$ cat src/rtl/pipe_ctrl_pkg.sv
// pipe_ctrl_pkg: shared types and constants for the IF/ID/EX pipeline controller.
// Revision: 1.0
`default_nettype none

package pipe_ctrl_pkg;

  localparam logic [4:0] RV32I_REG_ZERO = 5'd0;

  typedef enum logic {
    PC_RUN  = 1'b0,
    PC_HALT = 1'b1
  } pipe_state_e;

endpackage

`default_nettype wire

$ cat src/rtl/pipe_ctrl_hazard_detect.sv
// hazard_detect: combinational load-use compare between the EX load and the ID sources.
// Revision: 1.0
`default_nettype none

module hazard_detect
  import pipe_ctrl_pkg::*;
(
  input  logic       ex_valid_i,
  input  logic       ex_is_load_i,
  input  logic [4:0] ex_rd_i,
  input  logic       if_id_v_i,
  input  logic [4:0] id_rs1_i,
  input  logic [4:0] id_rs2_i,
  input  logic       id_rs1_used_i,
  input  logic       id_rs2_used_i,
  output logic       load_use_stall_o
);

  logic src_hit;

  // x0 never carries a real dependency, so a load to x0 must not stall.
  assign src_hit = (id_rs1_used_i && (id_rs1_i == ex_rd_i)) ||
                   (id_rs2_used_i && (id_rs2_i == ex_rd_i));

  assign load_use_stall_o = ex_valid_i && ex_is_load_i && (ex_rd_i != RV32I_REG_ZERO) &&
                            if_id_v_i && src_hit;

endmodule

`default_nettype wire

$ cat src/rtl/pipe_ctrl.sv
// pipe_ctrl: IF -> ID -> EX sequencer with load-use, busy-hold, redirect and EBREAK halt/resume.
// Revision: 1.0
`default_nettype none

module pipe_ctrl
  import pipe_ctrl_pkg::*;
#(
  parameter int XLEN  = 32,
  parameter int CNT_W = 32
) (
  input  logic             clk,
  input  logic             rst,
  input  logic             if_valid_i,
  input  logic [4:0]       id_rs1_i,
  input  logic [4:0]       id_rs2_i,
  input  logic             id_rs1_used_i,
  input  logic             id_rs2_used_i,
  input  logic [4:0]       ex_rd_i,
  input  logic             ex_is_load_i,
  input  logic             ex_busy_i,
  input  logic             ex_redirect_i,
  input  logic [XLEN-1:0]  ex_target_i,
  input  logic             ex_halt_i,
  input  logic [XLEN-1:0]  ex_pc_i,
  input  logic             resume_i,
  output logic             pc_en_o,
  output logic             pc_redirect_o,
  output logic [XLEN-1:0]  redirect_pc_o,
  output logic             if_id_en_o,
  output logic             if_id_flush_o,
  output logic             id_ex_en_o,
  output logic             id_ex_flush_o,
  output logic             ex_valid_o,
  output logic             halted_o,
  output logic [CNT_W-1:0] cycle_cnt_o,
  output logic [CNT_W-1:0] stall_cnt_o
);

  pipe_state_e      state_q, state_d;
  logic             if_id_v_q, if_id_v_d;
  logic             id_ex_v_q, id_ex_v_d;
  logic [XLEN-1:0]  halt_pc_q, halt_pc_d;
  logic [CNT_W-1:0] cycle_cnt_q, stall_cnt_q;
  logic             load_use;

  assign ex_valid_o  = id_ex_v_q && (state_q == PC_RUN) && !rst;
  assign cycle_cnt_o = cycle_cnt_q;
  assign stall_cnt_o = stall_cnt_q;

  hazard_detect u_hazard_detect (
    .ex_valid_i       (ex_valid_o),
    .ex_is_load_i     (ex_is_load_i),
    .ex_rd_i          (ex_rd_i),
    .if_id_v_i        (if_id_v_q),
    .id_rs1_i         (id_rs1_i),
    .id_rs2_i         (id_rs2_i),
    .id_rs1_used_i    (id_rs1_used_i),
    .id_rs2_used_i    (id_rs2_used_i),
    .load_use_stall_o (load_use)
  );

  always_comb begin
    state_d       = state_q;
    halt_pc_d     = halt_pc_q;
    pc_en_o       = 1'b0;
    pc_redirect_o = 1'b0;
    redirect_pc_o = '0;
    if_id_en_o    = 1'b0;
    if_id_flush_o = 1'b0;
    id_ex_en_o    = 1'b0;
    id_ex_flush_o = 1'b0;
    halted_o      = 1'b0;

    if (rst) begin
      if_id_flush_o = 1'b1;
      id_ex_flush_o = 1'b1;
    end else begin
      unique case (state_q)
        PC_RUN: begin
          if (ex_valid_o && ex_busy_i) begin
            // Hold everything; the EX instruction's side effects wait for completion.
          end else if (ex_valid_o && ex_halt_i) begin
            state_d       = PC_HALT;
            halt_pc_d     = ex_pc_i;
            if_id_flush_o = 1'b1;
            id_ex_flush_o = 1'b1;
          end else if (ex_valid_o && ex_redirect_i) begin
            pc_en_o       = 1'b1;
            pc_redirect_o = 1'b1;
            redirect_pc_o = ex_target_i;
            if_id_flush_o = 1'b1;
            id_ex_flush_o = 1'b1;
          end else if (load_use) begin
            id_ex_flush_o = 1'b1;
          end else begin
            pc_en_o    = if_valid_i || !if_id_v_q;
            if_id_en_o = 1'b1;
            id_ex_en_o = 1'b1;
          end
        end
        PC_HALT: begin
          halted_o = 1'b1;
          // The PC must load the resume address, so it is enabled on the resume cycle.
          if (resume_i) begin
            pc_en_o       = 1'b1;
            pc_redirect_o = 1'b1;
            redirect_pc_o = halt_pc_q + XLEN'(4);
            state_d       = PC_RUN;
          end
        end
        default: state_d = PC_RUN;
      endcase
    end

    if_id_v_d = if_id_flush_o ? 1'b0 : (if_id_en_o ? if_valid_i : if_id_v_q);
    id_ex_v_d = id_ex_flush_o ? 1'b0 : (id_ex_en_o ? if_id_v_q : id_ex_v_q);
  end

  always_ff @(posedge clk) begin
    if (rst) begin
      state_q     <= PC_RUN;
      if_id_v_q   <= 1'b0;
      id_ex_v_q   <= 1'b0;
      halt_pc_q   <= '0;
      cycle_cnt_q <= '0;
      stall_cnt_q <= '0;
    end else begin
      state_q   <= state_d;
      if_id_v_q <= if_id_v_d;
      id_ex_v_q <= id_ex_v_d;
      halt_pc_q <= halt_pc_d;
      if (state_q == PC_RUN) begin
        cycle_cnt_q <= cycle_cnt_q + CNT_W'(1);
        if (!pc_en_o) stall_cnt_q <= stall_cnt_q + CNT_W'(1);
      end
    end
  end

endmodule

`default_nettype wire
$ cat config.mk
export PLATFORM = sky130hd
export DESIGN_NAME = pipe_ctrl
export DESIGN_NICKNAME = d
export VERILOG_FILES = /design/src/rtl/pipe_ctrl_pkg.sv /design/src/rtl/pipe_ctrl_hazard_detect.sv /design/src/rtl/pipe_ctrl.sv
export SDC_FILE = /design/constraint.sdc
export NUM_CORES = 1
export LEC_CHECK = 0
export ABC_AREA = 0
export CORE_ASPECT_RATIO = 1.1
export CORE_MARGIN = 1
export CORE_UTILIZATION = 45
export DETAILED_ROUTE_END_ITERATION = 8
export GPL_ROUTABILITY_DRIVEN = 0
export HOLD_SLACK_MARGIN = 0.02
export PLACE_DENSITY = 0.8
export SETUP_SLACK_MARGIN = 0.2
export SLEW_MARGIN = 20
export SYNTH_ARGS = -nofsm -noshare
export SYNTH_HDL_FRONTEND = slang
export SYNTH_HIERARCHICAL = 1
export SYNTH_SLANG_ARGS = --single-unit
$ cat constraint.sdc
create_clock -name clk -period 5.9 [get_ports clk]
set_input_delay 0.885 -clock clk [delete_from_list [all_inputs] [get_ports clk]]
set_output_delay 0.885 -clock clk [all_outputs]
set_load 0.1 [all_outputs]
Word level (Yosys, flattened, before mapping)
Cells that the tools add are included.

Register bits after elaboration: 99. Input port bits: 89.

$add $sub $neg: 3. Equal/unequal tests: 2. Muxes and demuxes: 40. Bitwise gates (word level): 3. Reductions and logical operators: 20.

Operator list (number): $mux W32 (5); $add A32 B1 Y32 const B (2); $pmux W32 S2 (1); $add A32 B3 Y32 const B (1); $mux W1 (31); $logic_and A1 B1 Y1 (11); $eq A5 B5 Y1 (2); $pmux W1 S2 (3); $reduce_bool A5 Y1 (1); $reduce_or A2 Y1 (2); $not A1 Y1 (3); $reduce_and A3 Y1 (1); $logic_not A1 Y1 (2); $logic_or A1 B1 Y1 (2); $reduce_and A2 Y1 (1).

Depth between registers and ports, before layout
Depth after elaboration: 15. Depth in mapped cells: 10. Mapped depth without buffers: 9.

By module
Netlist, hierarchy kept.

By module, submodules not included: pipe_ctrl (times used 1, cells an instance 685, area each 5352.6 sq um, sequential area each 1981.9 sq um); hazard_detect (times used 1, cells an instance 17, area each 131.4 sq um, sequential area each 0.0 sq um).

Least setup slack after synthesis
OpenSTA, ideal clock, no wires.

Path kind: input port to output port. From: input rst. To: output pc_en_o. Arrival time: 4.393 ns. Setup slack: 0.622 ns. Stages on the path: 5. Path buffers: 1. Cells stage by stage: buf_2 -> nor3b_2 -> o2bb2ai_2 -> nand3_1 -> a21oi_1.

Cells in the longest elaborated chain, start to end: 12. Elaborated cells on any way between the ends: 15. Classes of those cells: mux: 6; reduce/logical: 9.

Ends and longest elaborated chain: start, declared (line pipe_ctrl.sv:12) `input logic rst,`; $logic_not A1 Y1 (*) (line pipe_ctrl.sv:46) `assign ex_valid_o = id_ex_v_q && (state_q == PC_RUN) && !rst;`; $logic_and A1 B1 Y1 (*) (line pipe_ctrl.sv:46); net ex_valid_o (line pipe_ctrl.sv:33) `output logic ex_valid_o,`; $logic_and A1 B1 Y1 (3 in series) (line pipe_ctrl_hazard_detect.sv:25) `assign load_use_stall_o = ex_valid_i && ex_is_load_i && (ex_rd_i != RV32I_REG_ZERO) &&`; $logic_and A1 B1 Y1 (line pipe_ctrl_hazard_detect.sv:26) `if_id_v_i && src_hit;`; $mux W1 (line pipe_ctrl.sv:93) `end else if (load_use) begin`; $mux W1 (line pipe_ctrl.sv:87) `end else if (ex_valid_o && ex_redirect_i) begin`; $mux W1 (line pipe_ctrl.sv:82) `end else if (ex_valid_o && ex_halt_i) begin`; $mux W1 (*) (line pipe_ctrl.sv:80) `if (ex_valid_o && ex_busy_i) begin`; $pmux W1 S2 (*) (line pipe_ctrl.sv:78) `unique case (state_q)`; $mux W1 (*) (line pipe_ctrl.sv:74) `if (rst) begin`; end, declared (line pipe_ctrl.sv:26) `output logic pc_en_o,`.

The timed path passes the listed nets; every way through them passes the cells marked *.

Worst setup path in the final report
From: input ex_busy_i. To: output redirect_pc_o[15].

Cells in the longest elaborated chain, start to end: 4.

Ends and longest elaborated chain: start, declared (line pipe_ctrl.sv:20) `input logic ex_busy_i,`; $logic_and A1 B1 Y1 (line pipe_ctrl.sv:80); $mux W32 (line pipe_ctrl.sv:80); $pmux W32 S2 (line pipe_ctrl.sv:78); $mux W32 (line pipe_ctrl.sv:74); end, declared (line pipe_ctrl.sv:28) `output logic [XLEN-1:0] redirect_pc_o,`.

Every way passes these cells.

==> impl_metrics.env <==
export IMPL_start_kind="input pin"
export IMPL_tritoncts="done"
export IMPL_dp_hpwl_um=12040
export IMPL_antennaDiodeCount=0
export IMPL_worst_hold_slack_ns=0.4598
export IMPL_syn_num_nets=794
export IMPL_ios=193
export IMPL_timing_fmax_mhz=219.3
export IMPL_fin_total_pwr_mw=1.453
export IMPL_cap_violations=0
export IMPL_h_tree_depth=3
export IMPL_ys_async_sr_fraction_pct=0
export IMPL_n_fill_cell=1007
export IMPL_synth_edf_count=0
export IMPL_synthFlopType="dfxtp_1"
export IMPL_wire_per_inst_um=15.98
export IMPL_finalSetupViolCount=0
export IMPL_p_seq_share_pct=46.8
export IMPL_worstMarginPinSlew_ns=1.104
export IMPL_grt_start_max_net_pins=107
export IMPL_cp_max_fo=12
export IMPL_mappedNetlistArea_um2=5484
export IMPL_areaGrowthSynthToFinish_pct=40.63
export IMPL_avgSynthCellArea_um2=7.812
export IMPL_hp_class="flop to flop"
export IMPL_power_frac_clock_pct=40.8
export IMPL_cts_setup_buffers=0
export IMPL_dr_pass1_iters=5
export IMPL_drive_gt1_share_pct=7.323
export IMPL_drt_wl_total_um=16360
export IMPL_dieArea_um2=12630
export IMPL_placed_cell_area_um2=7405
export IMPL_grt_antenna_before_repair=0
export IMPL_initial_utilization_pct=47.09
export IMPL_grt_overflow=0
export IMPL_pwr_share_comb_pct=12.3
export IMPL_p_per_area_nw_per_um2=188.4
export IMPL_fin_setup_tns_ns=0
export IMPL_p_sw_mw=0.3612
export IMPL_die_y_um=117.8
export IMPL_clkLatencyLatePin_ns=0.33
export IMPL_synth_cells=702
export IMPL_max_slew_margin_pct=26.43
export IMPL_yosysSeqAreaShare_pct=36.14
export IMPL_crit_type="input pin to output port"
export IMPL_holdBufCountCts=0
export IMPL_clock_root_buffer="clkbuf_16"
export IMPL_rows=41
export IMPL_vias=5803
export IMPL_worstPathRequired_ns=5.02
export IMPL_report_final_slew_viol_count=0
export IMPL_synth_warnings=6
export IMPL_leakagePower_nw=2.534
export IMPL_worstPathArrival_ns=3.67
export IMPL_grt_pass1_wl_um=25900
export IMPL_rsz0062_at_grt="false"
export IMPL_ir_worst_vdd_uv=167.2
export IMPL_yosysUniqueCellTypes=53
export IMPL_p_int_mw=1.092
export IMPL_clock_skew_ns=0.008575
export IMPL_place_port_buffers=192
export IMPL_cts_resized=0
export IMPL_worst_slack_ns=1.340
export IMPL_drt_first_iter_violations=309
export IMPL_stdcell_area_um2=7712
export IMPL_dp_slack_ns=1.352
export IMPL_grt_pass1_vias=5410
export IMPL_ant_nets=0
export IMPL_coreArea_um2=11640
export IMPL_switching_share_pct=24.85
export IMPL_die_width_um=107.3
export IMPL_endpoint_kind="output port"
export IMPL_period_needed_ns=4.560
export IMPL_drc=0
export IMPL_cts_buffer_depth=2
export IMPL_hold_viol_final=0
export IMPL_track_usage_pct=25.08
export IMPL_clock_sinks=99
export IMPL_status="finished clean"
export IMPL_layout_nets=961
export IMPL_cts_buffers=9
export IMPL_timing_final_crit_share_pct=77.28
export IMPL_clkTransAtPathRegs_ns=0.07
export IMPL_vias_per_cell=5.667
export IMPL_ys_ff_latch=99
synthesized netlist by cell type, drive strengths merged, types with 2 or more instances:
| library cell | n | area share (%) |
|---|---|---|
| a2111oi | 3 | 1.2 |
| a22oi | 10 | 1.4 |
| nand2b | 3 | 0.34 |
| and4b | 2 | 0.37 |
| a211oi | 8 | 1.1 |
| o2111ai | 2 | 0.32 |
| ha | 3 | 0.68 |
| o41ai | 3 | 0.48 |
| or3 | 13 | 1.5 |
| and4 | 6 | 0.96 |
| or4 | 10 | 1.4 |
| mux2i | 6 | 1.1 |
| nand3 | 36 | 3.3 |
| nand4 | 25 | 3.2 |
| nor2 | 68 | 4.7 |
| buf | 6 | 0.57 |
| or2 | 2 | 0.23 |
| a21oi | 68 | 6.2 |
| nor2b | 3 | 0.34 |
| dfxtp | 99 | 36 |
| o21ai | 17 | 1.6 |
| nand2 | 99 | 6.8 |
| xnor2 | 52 | 8.3 |
| o31ai | 10 | 1.4 |
| nor4 | 11 | 1.3 |
| and2 | 6 | 0.68 |
| xor2 | 20 | 3.2 |
| inv | 23 | 1.6 |
| nor3 | 14 | 1.3 |
| clkbuf | 34 | 2.3 |
| or4b | 3 | 0.55 |
| and3 | 8 | 0.91 |
| a22o | 15 | 2.4 |
| a21o | 2 | 0.27 |
| nand3b | 2 | 0.27 |
routing by layer:
layer / part of all wire (%) / track usage (%)
met5: 0 / 0
met4: 1.7 / 8.390
met3: 5.6 / 4.540
met2: 51 / 44.68
met1: 41 / 29.89
layout by cell type (no fill, tap or decap), types with 12 or more instances in the layout:
cell type,count
nand4_1,23
dfxtp_1,99
nor3_1,14
nand2_1,99
buf_4,31
o21ai_0,16
xor2_1,20
or3_1,12
xnor2_1,52
nand3_1,36
nor2_1,66
inv_1,23
a21oi_1,68
clkdlybuf4s50_1,165
a22o_1,15
stage by stage:
| step | util, % | std cells |
|---|---|---|
| final | 66.23 | 1024 |
| after floorplan | - | 702 |
| after global routing | 66.23 | 1024 |
| after detailed placement | 63.59 | 1008 |
| after global placement | 63.58 | 1008 |
| after CTS | 66.19 | 1024 |
worst paths after layout:
check	start	to	slack, ns	depth (start not counted)
worst max-delay path	ex_busy_i	redirect_pc_o[15]	1.34	6
worst max register to register	state_q$_SDFF_PP0_	stall_cnt_o[28]$_SDFFE_PP0P_	2.55	8
worst min-delay path	halt_pc_q[0]$_SDFFE_PP0P_	halt_pc_q[0]$_SDFFE_PP0P_	0.46	2
worst min register to register	halt_pc_q[0]$_SDFFE_PP0P_	halt_pc_q[0]$_SDFFE_PP0P_	0.46	2
kinds of logic (layout without fill, tap and decap cells):
group	after synthesis	count (layout)	share of synthesized area (%)
and+or+nand+nor	314	314	28.63
AOI/OAI and AO/OA	145	145	17.48
DFF	99	99	36.14
xor gates and xnor gates	72	72	11.50
buffers and inverters	63	235	4.472
muxes	6	6	1.095
adders and majority gates	3	3	0.6845
layout make-up:
type                       instances  area [µm²]  share of cell area (%)
clock buffer                      10       239.0                   3.099
clock inverter                     6       63.81                  0.8274
inverter                          23       86.33                   1.119
multi-input combinational        540        3269                   42.39
sequential                        99        1982                   25.70
tap                              150       187.7                   2.433
timing repair buffer             196        1884                   24.43
worst max-delay path, cell delays in order:
cell and delay (ns):
clkdlybuf4s50_1 0.50, or2_2 0.37, o21ai_0 0.21, nand2_1 0.29, a211oi_1 0.25, clkdlybuf4s50_1 1.17
flip-flops by register name, indices dropped and copies added (netlist names):
name,count
cycle_cnt_o,32
halt_pc_q,32
stall_cnt_o,32
id_ex_v_q,1
if_id_v_q,1
state_q,1
power by group through the flow:
stage          combinational, mW  sequential (mW)  clock (mW)
3_5_place_dp               0.179            0.696           0
6_report                   0.179            0.680       0.594
4_1_cts                    0.179            0.680       0.609
5_1_grt                    0.189            0.681       0.634
3_3_place_gp               0.175            0.695           0
2_1_floorplan             0.0773            0.712           0
(Power assumes the default switching activity.)
